**config.mk**
```make
export PLATFORM = sky130hd
export DESIGN_NAME = mem_access_sequencer
export DESIGN_NICKNAME = d
export VERILOG_FILES = /design/src/rtl/mem_access_sequencer.sv
export SDC_FILE = /design/constraint.sdc
export NUM_CORES = 1
export LEC_CHECK = 0
export CAP_MARGIN = 20
export CORE_MARGIN = 2
export CORE_UTILIZATION = 62
export CTS_CLUSTER_DIAMETER = 40
export DETAILED_ROUTE_END_ITERATION = 10
export DONT_BUFFER_PORTS = 1
export HOLD_SLACK_MARGIN = 0.06
export PLACE_DENSITY_LB_ADDON = 0.1
export SETUP_SLACK_MARGIN = 0.15
export SYNTH_ARGS = -nofsm -noshare
export SYNTH_HDL_FRONTEND = slang
export SYNTH_SLANG_ARGS = --single-unit
```
**constraint.sdc**
```tcl
create_clock -name clk -period 3.02 [get_ports clk]
set_input_delay 0.604 -clock clk [delete_from_list [all_inputs] [get_ports clk]]
set_output_delay 0.604 -clock clk [all_outputs]
set_load 0.005 [all_outputs]
```
**src/rtl/mem_access_sequencer.sv**
```systemverilog
// Multicycle byte/half/word load-store engine in front of a single-port data memory.
// Optional build macro ALIGN_CHECK_EN enables alignment-fault detection.
module mem_access_sequencer #(
    parameter int MEM_LAT = 1
) (
    input  logic        clk,
    input  logic        reset,
    input  logic        req,
    input  logic        op_store,
    input  logic [1:0]  size,
    input  logic [31:0] addr,
    input  logic [31:0] wdata,
    output logic        ack,
    output logic        busy,
    output logic [31:0] rdata,
    output logic        misaligned,
    output logic [31:0] mem_addr,
    output logic        mem_we,
    output logic [31:0] mem_wdata,
    input  logic [31:0] mem_rdata,
    output logic [1:0]  dbg_state
);

    // Handshake: req is sampled only while busy=0 (IDLE); the fields ride with it on that
    // edge. busy stays high until the DONE cycle ends; ack pulses exactly once per accept.

    typedef enum logic [1:0] {
        IDLE = 2'd0,
        RD   = 2'd1,
        WR   = 2'd2,
        DONE = 2'd3
    } state_t;

    localparam int CW = (MEM_LAT > 1) ? $clog2(MEM_LAT) : 1;

    state_t         state;
    logic [CW-1:0]  cnt;
    logic [1:0]     size_q;
    logic           store_q;
    logic [15:0]    wdata_q;
    logic           align_fault;

    assign dbg_state = state;

`ifdef ALIGN_CHECK_EN
    assign align_fault = ((size == 2'b01) && addr[0]) || (size[1] && (addr[1:0] != 2'b00));
`else
    logic unused_addr_lsbs;
    assign unused_addr_lsbs = ^addr[1:0];
    assign align_fault = 1'b0;
`endif

    // Register byte i lives in memory lane i counted from the MSB.
    function automatic logic [31:0] bswap(input logic [31:0] v);
        return {v[7:0], v[15:8], v[23:16], v[31:24]};
    endfunction

    function automatic logic [31:0] format_load(input logic [1:0] sz, input logic [31:0] m);
        case (sz)
            2'b00:   return {24'h0, m[31:24]};
            2'b01:   return {16'h0, m[23:16], m[31:24]};
            default: return bswap(m);
        endcase
    endfunction

    // Only byte and half stores reach the merge; word stores bypass the read.
    function automatic logic [31:0] merge_store(input logic [1:0] sz, input logic [15:0] w,
                                                input logic [31:0] m);
        if (sz == 2'b00)
            return {w[7:0], m[23:0]};
        return {w[7:0], w[15:8], m[15:0]};
    endfunction

    always_ff @(posedge clk or negedge reset) begin
        if (!reset) begin
            state      <= IDLE;
            cnt        <= '0;
            size_q     <= 2'b00;
            store_q    <= 1'b0;
            wdata_q    <= '0;
            ack        <= 1'b0;
            busy       <= 1'b0;
            rdata      <= '0;
            misaligned <= 1'b0;
            mem_addr   <= '0;
            mem_we     <= 1'b0;
            mem_wdata  <= '0;
        end else begin
            case (state)
                IDLE: begin
                    ack        <= 1'b0;
                    misaligned <= 1'b0;
                    if (req) begin
                        size_q   <= size;
                        store_q  <= op_store;
                        wdata_q  <= wdata[15:0];
                        mem_addr <= {addr[31:2], 2'b00};
                        busy     <= 1'b1;
                        if (align_fault) begin
                            state      <= DONE;
                            ack        <= 1'b1;
                            misaligned <= 1'b1;
                        end else if (op_store && size[1]) begin
                            state     <= WR;
                            mem_we    <= 1'b1;
                            mem_wdata <= bswap(wdata);
                        end else begin
                            state <= RD;
                            cnt   <= CW'(MEM_LAT - 1);
                        end
                    end
                end
                RD: begin
                    if (cnt == '0) begin
                        if (store_q) begin
                            state     <= WR;
                            mem_we    <= 1'b1;
                            mem_wdata <= merge_store(size_q, wdata_q, mem_rdata);
                        end else begin
                            state <= DONE;
                            ack   <= 1'b1;
                            rdata <= format_load(size_q, mem_rdata);
                        end
                    end else begin
                        cnt <= cnt - CW'(1);
                    end
                end
                WR: begin
                    state  <= DONE;
                    mem_we <= 1'b0;
                    ack    <= 1'b1;
                end
                DONE: begin
                    state      <= IDLE;
                    ack        <= 1'b0;
                    misaligned <= 1'b0;
                    busy       <= 1'b0;
                end
                default: state <= IDLE;
            endcase
        end
    end

endmodule

```
==> metrics <==
Synth Register Bits 118; drt drc 0; initial core utilization 0.648; sequential area share after synthesis 0.584; outcome finished, violations left; gr ovfl total 0; post_cts resized 0; Power Dens Cells around 1200 mW/mm2; RSZ-0062 raised after global routing false; Max IR drop VDD 0.000625 V; H-tree lvl count 4; pin count of the biggest net entering global routing ~120; initial antenna violation count 0; Max Fclk between 400 and 500 MHz; PortBufs 0; CTS buffer count 17; element type at the critical path end flip-flop; reg2reg path depth 6; clk sinks 118; WP data arrival 2.64 ns; Fillers 529; Synth warnings 0; Post-synth EDFFs 0; Synth area leaders dfrtp_1 (58%), mux2_2 (24%), nand2_1 (2.6%); hold_ws -0.202 ns; share of layout cells above drive strength 1 0.402; failing checks hold timing; required time of the worst setup path 3.40 ns; setup_tns 0 ns; Die Ht 94.3 um; Critical Path Source Type flip-flop; post-CTS setup buffers 0; Reg clk slew, reported paths around 0.060 ns; row cnt 32; Tightest Pin Transition ~1.0 ns; root buffer cell clkbuf_8; Setup crit start dbg_state[1]; FFs w/ async S/R, synth 1.00; MaxCap Viol Count 0; Leak 2.51 nW; Vias/cell between 5 and 6; Mapped Cells roughly 380; GRT Total Usage 0.235; Post-DP Area 0.00512 mm2; DRT iter0 DRCs between 100 and 150; first-pass GRT wire length 15600 um; Netlist Area Pre-Place 0.00506 mm2; Post-synth top cells dfrtp_1 (118), mux2_2 (110), nand2_1 (35); Worst-Skew Late Latency around 0.5 ns; final wirelength 10200 um; Inst Count DP 463; antenna diode count 0; ys flop type dfrtp_1; Die W 94.3 um; gpl congestion around 0.80; Area Overhead vs Synth 13.8%; ANT nets after route 0; cell taking the most area after synthesis dfrtp_1; Pre-antenna DRT Iters 4; CP max FO 20; Vias 2960; Clock Path Buffers 2; post-synth cell types 24; number of global-route vias before repair 3074; Post-Syn Area per Cell around 13 um2; most common cell in the netlist dfrtp_1; Final setup viols 0; die area 0.00890 mm2; hold crit path type in -> async; max-slew violation count 0; Final Hold Viols 118; crit path time final 2.25 ns; number of nets in the layout 489; Rel. slew slack 0.313; TritonCTS clock tree done; dpl hpwl approximately 7000 um; period utilization 0.746; clk_skew 0.00755 ns; launch point of the worst reg-to-reg path dbg_state[1]; post-route design area 0.00576 mm2; core area 0.00781 mm2; crit path kind reg -> reg; fin cells 495; Synth top area share 0.584; WL/cell between 20 and 25 um; Top Ports 204
-- flip-flops by register name (all words and copies together) (netlist names) --
register,flops
dbg_state,2
size_q,2
wdata_q,16
store_q,1
mem_wdata,32
mem_we,1
ack,1
rdata,32
busy,1
mem_addr,30
-- area by class of cell --
class	instances	area (um2)	area share
Inverter	6	22.5	0.00391
Sequential cell	118	2950	0.513
Clock buffer	21	459	0.0798
Clock inverter	11	173	0.0300
Multi-Input combinational cell	231	1960	0.341
Timing Repair Buffer	6	57.6	0.0100
Tap cell	102	128	0.0222
-- worst paths after layout --
path / to / slack (ns)
hold reg to reg: wdata_q[1] / 0.50
min in group clk: rdata[11] / 0.24
setup reg to reg: mem_wdata[13] / 0.77
max in group asynchronous: wdata_q[3] / 3.00
hold / removal: rdata[3] / -0.20
setup / recovery: mem_wdata[13] / 0.77
-- through the flow --
| step | setup slack [ns] | power (mW) | utilization |
|---|---|---|---|
| finish | 0.767 | 7.12 | 0.737 |
| global route | 0.600 | 7.56 | 0.737 |
| CTS | 0.752 | 7.20 | 0.737 |
| detailed placement | 0.770 | 5.07 | 0.656 |
| global placement | 0.774 | 4.96 | 0.656 |
| floorplan | 0.782 | 4.60 | - |
-- cell usage in the layout (no fill, tap or decap), types with 2 or more instances in the layout --
cell type,count
clkinvlp_4,4
dfrtp_1,118
clkbuf_8,4
nor2_1,12
mux2i_1,2
nand2_1,34
or3b_2,8
a22o_1,8
buf_4,5
o21ai_0,25
mux2_1,4
inv_1,6
clkbuf_16,16
bufinv_16,4
clkinv_4,2
a31oi_1,9
ha_1,7
nand2_2,2
mux2_2,110
conb_1,3
-- cell families after synthesis --
logic type | synth area share
flip-flops | 0.584
multiplexers | 0.258
AND/OR/NAND/NOR | 0.0534
AO/OA/AOI/OAI | 0.0566
buffers and inverters | 0.0304
adder cells (fa/ha/maj) | 0.0173
other | 0.000741
-- routing by layer --
metal | up-vias | wire length (um) | track usage
li1 | 1327 | - | -
met1 | 1454 | 3730 | 0.275
met2 | 167 | 5020 | 0.370
met3 | 12 | 1330 | 0.113
met4 | 0 | 129 | 0.101
met5 | - | 0 | 0
-- power breakdown --
part	switching [mW]	internal (mW)	leakage, nW
clock	0.691	1.41	0.296
sequential	0.693	2.39	1.42
combinational	0.802	1.14	0.796
-- worst max-delay path, cell delays in order (launching register included) --
cell	delay, ns
dfrtp_1	0.48
inv_1	0.14
ha_1	0.25
nand2b_1	0.17
a222oi_1	0.37
buf_4	0.35
mux2_2	0.37
(Power assumes the default switching activity.)
